### config.mk
export PLATFORM = sky130hd
export DESIGN_NAME = uart_rx_ctrl
export DESIGN_NICKNAME = d
export VERILOG_FILES = /design/src/rtl/uart_rx_ctrl.sv
export SDC_FILE = /design/constraint.sdc
export NUM_CORES = 1
export LEC_CHECK = 0
export CORE_ASPECT_RATIO = 0.9
export CORE_MARGIN = 8
export CORE_UTILIZATION = 33
export DETAILED_ROUTE_END_ITERATION = 6
export PLACE_DENSITY_LB_ADDON = 0.12
export SYNTH_ARGS = -nofsm -noshare
export SYNTH_HDL_FRONTEND = slang
export SYNTH_SLANG_ARGS = --single-unit
export TNS_END_PERCENT = 5
### constraint.sdc
create_clock -name clk_50 -period 4.8 [get_ports clk_50]
set_clock_uncertainty 0.1 [all_clocks]
set_input_delay 0.96 -clock clk_50 [delete_from_list [all_inputs] [get_ports clk_50]]
set_output_delay 0.96 -clock clk_50 [all_outputs]
set_load 0.02 [all_outputs]
### src/rtl/uart_rx_ctrl.sv
`default_nettype none
// ============================================================================
// Module   : uart_rx_ctrl
// Purpose  : 8N1 UART receiver with oversampling tick, 2-flop RX synchroniser
//            and a one-deep valid/ack holding register with overrun/framing flags.
// Revision : 1.0 - initial release
// ============================================================================
module uart_rx_ctrl #(
  parameter int CLK_HZ   = 50000000,
  parameter int BAUD     = 9600,
  parameter int OVS      = 16,
  parameter int TICK_DIV = CLK_HZ / (BAUD * OVS)
) (
  input  logic       clk_50,
  input  logic       rst,
  input  logic       rx,
  input  logic       data_ack,
  output logic [7:0] data_out,
  output logic       data_valid,
  output logic       overrun,
  output logic       frame_err,
  output logic       busy
);

  localparam int c_DIV_W = (TICK_DIV > 1) ? $clog2(TICK_DIV) : 1;
  localparam int c_OS_W  = $clog2(OVS);
  localparam logic [c_DIV_W-1:0] c_DIV_LAST = c_DIV_W'(TICK_DIV - 1);
  localparam logic [c_OS_W-1:0]  c_OS_MID   = c_OS_W'(OVS / 2 - 1);
  localparam logic [c_OS_W-1:0]  c_OS_LAST  = c_OS_W'(OVS - 1);

  typedef enum logic [2:0] {
    S_IDLE  = 3'd0,
    S_START = 3'd1,
    S_DATA  = 3'd2,
    S_STOP  = 3'd3,
    S_BREAK = 3'd4
  } state_t;

  state_t             r_state, w_state_nxt;
  logic               r_rx_meta, r_rx_s;
  logic [c_DIV_W-1:0] r_div_cnt;
  logic               w_tick;
  logic [c_OS_W-1:0]  r_os_cnt, w_os_nxt, w_os_inc;
  logic [2:0]         r_bit_cnt, w_bit_nxt;
  logic [7:0]         r_sh, w_sh_nxt;
  logic               w_load, w_fe_nxt;
  logic [7:0]         r_data_out;
  logic               r_data_valid, r_overrun, r_frame_err;

  assign w_tick   = (r_div_cnt == c_DIV_LAST);
  assign w_os_inc = r_os_cnt + 1'b1;

  always_ff @(posedge clk_50 or posedge rst) begin
    if (rst) r_state <= S_IDLE;
    else     r_state <= w_state_nxt;
  end

  always_comb begin
    w_state_nxt = r_state;
    w_os_nxt    = r_os_cnt;
    w_bit_nxt   = r_bit_cnt;
    w_sh_nxt    = r_sh;
    w_load      = 1'b0;
    w_fe_nxt    = 1'b0;
    if (w_tick) begin
      case (r_state)
        S_IDLE: begin
          if (!r_rx_s) begin
            w_state_nxt = S_START;
            w_os_nxt    = '0;
          end
        end
        S_START: begin
          // Re-check lands in the middle of the start bit.
          if (w_os_inc == c_OS_MID) begin
            w_os_nxt    = '0;
            w_bit_nxt   = '0;
            w_state_nxt = r_rx_s ? S_IDLE : S_DATA;
          end else begin
            w_os_nxt = w_os_inc;
          end
        end
        S_DATA: begin
          if (r_os_cnt == c_OS_LAST) begin
            w_os_nxt = '0;
            w_sh_nxt = {r_rx_s, r_sh[7:1]};
            if (r_bit_cnt == 3'd7) w_state_nxt = S_STOP;
            else                   w_bit_nxt   = r_bit_cnt + 1'b1;
          end else begin
            w_os_nxt = w_os_inc;
          end
        end
        S_STOP: begin
          if (r_os_cnt == c_OS_LAST) begin
            w_os_nxt = '0;
            if (r_rx_s) begin
              w_load      = 1'b1;
              w_state_nxt = S_IDLE;
            end else begin
              w_fe_nxt    = 1'b1;
              w_state_nxt = S_BREAK;
            end
          end else begin
            w_os_nxt = w_os_inc;
          end
        end
        S_BREAK: begin
          if (r_rx_s) w_state_nxt = S_IDLE;
        end
        default: w_state_nxt = S_IDLE;
      endcase
    end
  end

  always_ff @(posedge clk_50 or posedge rst) begin
    if (rst) begin
      r_rx_meta    <= 1'b1;
      r_rx_s       <= 1'b1;
      r_div_cnt    <= '0;
      r_os_cnt     <= '0;
      r_bit_cnt    <= '0;
      r_sh         <= '0;
      r_data_out   <= '0;
      r_data_valid <= 1'b0;
      r_overrun    <= 1'b0;
      r_frame_err  <= 1'b0;
    end else begin
      r_rx_meta   <= rx;
      r_rx_s      <= r_rx_meta;
      r_div_cnt   <= w_tick ? '0 : r_div_cnt + 1'b1;
      r_os_cnt    <= w_os_nxt;
      r_bit_cnt   <= w_bit_nxt;
      r_sh        <= w_sh_nxt;
      r_frame_err <= w_fe_nxt;
      // A load beats a coincident ack; the ack still clears any old overrun.
      if (w_load) begin
        r_data_out   <= r_sh;
        r_data_valid <= 1'b1;
        r_overrun    <= data_ack ? 1'b0 : (r_overrun | r_data_valid);
      end else if (data_ack) begin
        r_data_valid <= 1'b0;
        r_overrun    <= 1'b0;
      end
    end
  end

  assign data_out   = r_data_out;
  assign data_valid = r_data_valid;
  assign overrun    = r_overrun;
  assign frame_err  = r_frame_err;
  assign busy       = (r_state != S_IDLE);

endmodule
`default_nettype wire

# After elaboration in Yosys (flattened, before gate mapping)

Index checks and enable logic that the tools add are counted.

Flip-flop bits (word level): 40
Input port bits: 4
Word-level logic and storage cells: 70

$add $sub $neg: 3
Eq/ne operators: 15
Multiplexer cells: 30
Bitwise operators: 1
Reductions and logical operators: 10

Operators by type and width:

| operator            | number |
|---|---|
| $mux 3              | 10 |
| $pmux 3 s5          | 1 |
| $ne 2x2->1 const B  | 7 |
| $mux 1              | 12 |
| $mux 4              | 3 |
| $pmux 4 s3          | 1 |
| $add 9x1->9 const B | 1 |
| $eq 9x9->1 const B  | 1 |
| $mux 9              | 1 |
| $reduce_and 7->1    | 1 |
| $eq 3x2->1 const B  | 2 |
| $eq 3x3->1 const B  | 2 |
| $pmux 3 s2          | 1 |
| $reduce_and 3->1    | 2 |
| $reduce_bool 3->1   | 2 |
| $reduce_and 5->1    | 1 |
| $add 4x1->4 const B | 1 |
| $eq 4x3->1 const B  | 1 |
| $eq 4x4->1 const B  | 1 |
| $reduce_bool 2->1   | 2 |
| $add 3x1->3 const B | 1 |
| $eq 3x1->1 const B  | 1 |
| $logic_not 3->1     | 1 |
| $mux 2              | 1 |
| 2 further kinds     | 2 |

# Depth between registers and ports, before layout

Gate-level depths: netlist of the first run.

Word-level depth: 5
Depth in mapped cells: 8
Depth with buffers taken out: 6

# Worst setup path before layout of the first run

No wires, ideal clock.

Path kind: register to register
Start point: register r_os_cnt[0]
End point: register r_bit_cnt[0]
Arrival: 1788 ps
Data required time: 4572 ps
Slack: 2785 ps
Cell stages (with the launch flop): 7
Path buffers: 0
Period minus slack after synthesis: 2015 ps
Path through: dfrtp_1 inv_1 ha_1 nand2_1 o31a_2 a2111oi_4 mux2_1

Word-level cells in the longest chain between the ends: 4

Ends and longest elaborated chain:

| item                         | line | source |
|---|---|---|
| start, declared              | 43   | `logic [c_OS_W-1:0] r_os_cnt, w_os_nxt, w_os_inc;` |
| start signal, assigned       | 131  | `r_os_cnt <= w_os_nxt;` |
| $add 4x1->4                  | 51   | `assign w_os_inc = r_os_cnt + 1'b1;` |
| $eq 4x3->1                   | 75   | `if (w_os_inc == c_OS_MID) begin` |
| $ne 2x2->1 (no line)         | --   |  |
| $reduce_and 5->1 (no line) * | --   |  |
| end signal, assigned         | 132  | `r_bit_cnt <= w_bit_nxt;` |
| end, declared                | 44   | `logic [2:0] r_bit_cnt, w_bit_nxt;` |

Every way passes the cells marked *; elsewhere a longest branch is shown, timed or not.
A chain may end at the register's enable or synchronous reset.

# Final worst setup path of the first run

Start point: register r_state[0]
End point: output port busy

Word-level cells in the longest chain between the ends: 1

Ends and longest elaborated chain:

| item                   | line | source |
|---|---|---|
| start, declared        | 39   | `state_t r_state, w_state_nxt;` |
| start signal, assigned | 55   | `else r_state <= w_state_nxt;` |
| $reduce_bool 3->1      | 151  | `assign busy = (r_state != S_IDLE);` |
| end, declared          | 22   | `output logic busy` |

Every way passes these cells.

==> flow_summary.json, run 1 <==
{
  "synthArstFlopShare_pct": 100,
  "yosysWarnings": 0,
  "period_share_pct": 58.3,
  "syn_avg_cell_area_sq_um": 12.3,
  "synth_area_sq_mm": 0.00196,
  "p_int_uw": 498,
  "diodes": 0,
  "place_hpwl_microns": 2790,
  "vias": 1331,
  "start_util_pct": 34.2,
  "cts_resized": 0,
  "die_h_microns": 89.1,
  "drtIter0Drc": 167,
  "arrival_ps": 1740,
  "finalNonFillerCells": 250,
  "crit_fanout": 9,
  "cts_setup_buffers": 0,
  "rows": 26,
  "grt_pass1_wl_microns": 6720,
  "gp_congestion": 0.898,
  "yosysSeqAreaShare_pct": 51.2,
  "relSlewSlack_pct": 51.0,
  "ant_nets": 0,
  "fin_util_pct": 40.0,
  "ios": 16,
  "clkTransAtPathRegs_ps": 80,
  "area_growth_pct": 16.7,
  "yosys.cell_types.count": 48,
  "grt_antenna_before_repair": 0,
  "wl_microns": 3830,
  "p_switching_uw": 131,
  "p_comb_share_pct": 1.7,
  "numCtsBuffers": 5,
  "ys_ff_latch": 40,
  "grt_use_total_pct": 9.69,
  "cts_root_buffer": "clkbuf_8",
  "clockBufferDepth": 2,
  "p_sw_share_pct": 20.8,
  "status": "finished, final reports clean",
  "dp.cells": 242,
  "whs_ps": 259,
  "fp.dieArea_sq_mm": 0.00867,
  "dr.pass1.iters": 4,
  "grt_setup_unrepaired": "false",
  "clkPwrFrac_pct": 44.3,
  "slowest_stage": "clkdlybuf4s50_1",
  "slew_violations": 0,
  "cp_cell_sequence": "inv_1 -> nand3_1 -> clkdlybuf4s50_1",
  "finalWorstSetupSlack_ps": 2000,
  "critPathRequiredTime_ps": 3740,
  "fmax_mhz": 357,
  "cp-end-kind": "output pin",
  "holdBufCountCts": 0,
  "vdd_drop_max_mv": 0.102,
  "cp_slowest_stage_delay_ps": 610,
  "crit_type": "flop to output pin",
  "critPathLaunchType": "flop",
  "period_minus_slack_ps": 2800,
  "viasPerCell": 5.32,
  "wire_per_inst_microns": 15.3,
  "pre_cts_ws_ps": 2350,
  "r2r_slack_ps": 2520,
  "coreArea_sq_mm": 0.00573,
  "cts_sinks": 40,
  "worstPathBufferInverterCount": 2,
  "grt_max_degree": 23,
  "critical_path.top_delay_family": "buffers and inverters",
  "syn_nets": 170,
  "clock_latency_ps": 300,
  "grt_overflow": 0,
  "worst_pin_slew_ps": 735,
  "p_leak_nw": 1.05,
  "fin_tns_setup_ps": 0,
  "powerDensity_mw_per_mm2": 275,
  "htreeDepth": 2,
  "portBuffers": 15,
  "report.final.setup_viol": 0,
  "power_frac_seq_pct": 53.9,
  "hold_class": "flop to flop",
  "cts_tree": "yes",
  "grt_pass1_vias": 1372,
  "layout.nets": 189,
  "maxCapViolCount": 0,
  "die_w_microns": 97.3,
  "synth_edf_count": 0,
  "drc": 0,
  "hold_viol_final": 0,
  "synthCells": 160,
  "layout-drive-gt1-share_pct": 22.2,
  "synthFlopType": "dfrtp_1"
}
## power groups by stage
stage               Sequential [mW]  Combinational (mW)  Clock [mW]
floorplan                     0.346             0.00612           0
global placement              0.346              0.0113           0
detailed placement            0.346              0.0116           0
CTS                           0.339              0.0117       0.289
global route                  0.340              0.0129       0.307
finish                        0.339              0.0109       0.279
## cell usage after synthesis (2+ instances only)
| library cell | number | area (sq um) |
|---|---|---|
| a211oi_1 | 2 | 15.0 |
| nand3_1 | 8 | 40.0 |
| dfrtp_1 | 38 | 951 |
| and3_1 | 6 | 37.5 |
| buf_6 | 2 | 22.5 |
| o21ai_0 | 4 | 20.0 |
| buf_2 | 2 | 10.0 |
| dfstp_2 | 2 | 52.6 |
| nor3_1 | 2 | 10.0 |
| inv_1 | 9 | 33.8 |
| nand4_1 | 2 | 12.5 |
| and4bb_2 | 2 | 25.0 |
| nand2_1 | 6 | 22.5 |
| mux2_1 | 3 | 33.8 |
| ha_1 | 6 | 75.1 |
| nor4_1 | 2 | 12.5 |
| xnor2_1 | 4 | 35.0 |
| nor3b_1 | 2 | 15.0 |
| nor2_1 | 11 | 41.3 |
| a21oi_1 | 3 | 15.0 |
| mux2_2 | 15 | 169 |
| xor2_1 | 3 | 26.3 |
## final cells by class
class	count	area (sq um)
multi-input combinational	107	891
timing repair buffer	16	158
clock buffer	5	68.8
sequential	40	1000
clock inverter	3	46.3
fill	551	3440
tap	70	87.6
inverter	9	33.8
## final timing paths
kind | from | to | depth (start not counted)
min | r_rx_meta$_DFF_PP1_ | r_rx_s$_DFF_PP1_ | 0
max | r_state[0]$_DFFE_PP0P_ | busy | 3
min in group asynchronous | rst | r_div_cnt[2]$_DFF_PP0_ | 2
max reg2reg | r_os_cnt[0]$_DFFE_PP0P_ | data_out[1]$_DFFE_PP0P_ | 5
max in group asynchronous | rst | r_rx_meta$_DFF_PP1_ | 3
min reg2reg | r_rx_meta$_DFF_PP1_ | r_rx_s$_DFF_PP1_ | 0
## sequential cells by signal (all words and copies together) (netlist names)
| name | count |
|---|---|
| data_valid | 1 |
| r_rx_meta | 1 |
| frame_err | 1 |
| r_div_cnt | 9 |
| r_rx_s | 1 |
| r_bit_cnt | 3 |
| data_out | 8 |
| r_os_cnt | 4 |
| r_state | 3 |
| overrun | 1 |
| r_sh | 8 |
## stage by stage
step / cell area [sq um] / power (mW)
CTS: 2290 / 0.640
finish: 2290 / 0.629
floorplan: 1960 / 0.352
global placement: 2170 / 0.357
detailed placement: 2170 / 0.358
global route: 2290 / 0.659
## kinds of logic after synthesis
logic type      Yosys count  synth area share, %
simple gates             51                 15.4
flops                    40                 51.2
compound gates           23                 11.4
mux                      20                 11.6
buf+inv                  13                 3.38
xor+xnor                  7                 3.13
fa+ha+maj                 6                 3.83
## layout by cell type, fill, tap and decap left out, types with 3 or more instances in the layout
master / netlist / layout
nand2_1: 6 / 6
dfrtp_1: 38 / 38
mux2_1: 3 / 3
and3_1: 6 / 6
xnor2_1: 4 / 4
mux2_2: 15 / 15
o21ai_0: 4 / 4
xor2_1: 3 / 3
ha_1: 6 / 6
clkdlybuf4s50_1: 0 / 15
a21oi_1: 3 / 3
nand3_1: 8 / 8
nor2_1: 11 / 11
inv_1: 9 / 9
clkbuf_8: 0 / 5
## metal layers
metal,routed length (microns),global-route usage [%],up-vias
met5,0,0,-
met4,80,5.08,0
met3,231,3.48,8
met2,1820,15.5,38
met1,1700,11.4,668
li1,-,-,617
Power figures use the tool's default switching activity.
==> run 2, diff against run 1 <==
clock period = 2.8 ns   (was 4.8 ns; I/O delays follow)
==> flow_summary.json, run 2 (synthesized netlist as in run 1, its figures left out) <==
{
  "met1_usage_pct": 11.7,
  "dp.cells": 242,
  "hold_class": "flop to flop",
  "grt_pass1_vias": 1362,
  "use_met2_pct": 15.0,
  "vdd_drop_max_mv": 0.248,
  "period_share_pct": 87.2,
  "wire_per_inst_microns": 15.1,
  "grt_setup_unrepaired": "false",
  "wl_microns": 3770,
  "maxCapViolCount": 0,
  "vias": 1284,
  "critPathLaunchType": "flop",
  "largest_register": "r_div_cnt",
  "relSlewSlack_pct": 66.3,
  "fmax_mhz": 410,
  "finalNonFillerCells": 250,
  "dr.pass1.iters": 4,
  "diodes": 0,
  "grt_use_total_pct": 9.41,
  "area_growth_pct": 19.0,
  "grt_overflow": 0,
  "arrival_ps": 1780,
  "hold_viol_final": 0,
  "cp-end-kind": "output pin",
  "layout.nets": 189,
  "drtIter0Drc": 28,
  "grt_pass1_wl_microns": 6650,
  "cts_tree": "yes",
  "period_minus_slack_ps": 2440,
  "critPathRequiredTime_ps": 2140,
  "cts_setup_buffers": 0,
  "ios": 16,
  "htreeDepth": 2,
  "clockBufferDepth": 2,
  "layout-drive-gt1-share_pct": 22.2,
  "die_w_microns": 97.3,
  "portBuffers": 15,
  "mostFrequentLayoutCell": "dfrtp_1",
  "slew_violations": 0,
  "ant_nets": 0,
  "holdPathStages": 0,
  "numCtsBuffers": 5,
  "cts_resized": 0,
  "grt_use_met3_pct": 2.86,
  "p_leak_nw": 1.07,
  "fp.dieArea_sq_mm": 0.00867,
  "largest_reg_flops": 9,
  "cts_sinks": 40,
  "rows": 26,
  "viasPerCell": 5.14,
  "worst_pin_slew_ps": 506,
  "grt_antenna_before_repair": 0,
  "crit_type": "flop to output pin",
  "fin_tns_setup_ps": 0,
  "cts_root_buffer": "clkbuf_8",
  "report.final.setup_viol": 0,
  "status": "finished, final reports clean",
  "clkTransAtPathRegs_ps": 80,
  "final_cell_mix": "dfrtp_1, mux2_2, clkdlybuf4s50_1",
  "place_hpwl_microns": 2710,
  "grt_max_degree": 41,
  "die_h_microns": 89.1,
  "coreArea_sq_mm": 0.00573,
  "crit_fanout": 9,
  "start_util_pct": 34.2,
  "gp_congestion": 0.855,
  "busiest_layer": "met2",
  "clock_latency_ps": 280,
  "powerDensity_mw_per_mm2": 534,
  "rr_worst_depth": 6,
  "fillers": 557,
  "drc": 0,
  "holdBufCountCts": 0
}
[run 2: cell count changes in the layout (fill, tap and decap cells not counted), sizes merged]
cell	change
bufinv	+2
clkinvlp	-1
inv	-1
[run 2: worst paths after layout]
| check | startpoint | endpoint | slack [ps] |
|---|---|---|---|
| setup / recovery | r_state[0]$_DFFE_PP0P_ | busy | 360 |
| hold / removal | r_rx_meta$_DFF_PP1_ | r_rx_s$_DFF_PP1_ | 260 |
| setup reg to reg | r_div_cnt[0]$_DFF_PP0_ | data_out[1]$_DFFE_PP0P_ | 600 |
| hold reg to reg | r_rx_meta$_DFF_PP1_ | r_rx_s$_DFF_PP1_ | 260 |
| max in group asynchronous | rst | r_rx_s$_DFF_PP1_ | 1630 |
| min in group asynchronous | rst | r_div_cnt[7]$_DFF_PP0_ | 600 |
[run 2: per-stage QoR]
step	hold WS [ps]	power, mW	util [%]	instance area, sq um	setup slack (ps)
after global routing	271	1.29	40.7	2330	266
after global placement	251	0.612	38.0	2170	618
after CTS	263	1.27	40.7	2330	350
after detailed placement	251	0.613	38.0	2170	589
after floorplan	245	0.603	-	1960	785
final	260	1.24	40.7	2330	358
[run 2: area by class of cell]
class	instances	area, sq um	area share (%)
clock buffer	5	68.8	2.95
clock inverter	3	90.1	3.86
inverter	9	33.8	1.45
multi-input combinational	107	891	38.2
sequential	40	1000	43.0
tap	70	87.6	3.76
timing repair buffer	16	158	6.76
[run 2: power breakdown]
part           leakage [nW]  internal (mW)  switching [mW]
Combinational         0.457        0.00601          0.0126
Sequential            0.538          0.580         0.00187
Clock                0.0784          0.446           0.199
Total                  1.07           1.03           0.213
[run 2: worst max-delay path: stages (launching register included)]
cell,delay (ps)
dfrtp_1,540
inv_1,210
nand3_1,140
clkdlybuf4s50_1,610
[run 2: routing by layer]
| layer | vias up | routed length (microns) | part of all wire [%] |
|---|---|---|---|
| met2 | 16 | 1830 | 49 |
| met5 | - | 0 | 0 |
| met3 | 6 | 139 | 3.7 |
| met1 | 641 | 1760 | 47 |
| li1 | 621 | - | - |
| met4 | 0 | 43 | 1.1 |
==> run 3, diff against run 2 <==
HOLD_SLACK_MARGIN = 0.05   (was default)
==> results of run 3 <==
The final DEF is identical to that of run 2; final timing and power are the same.
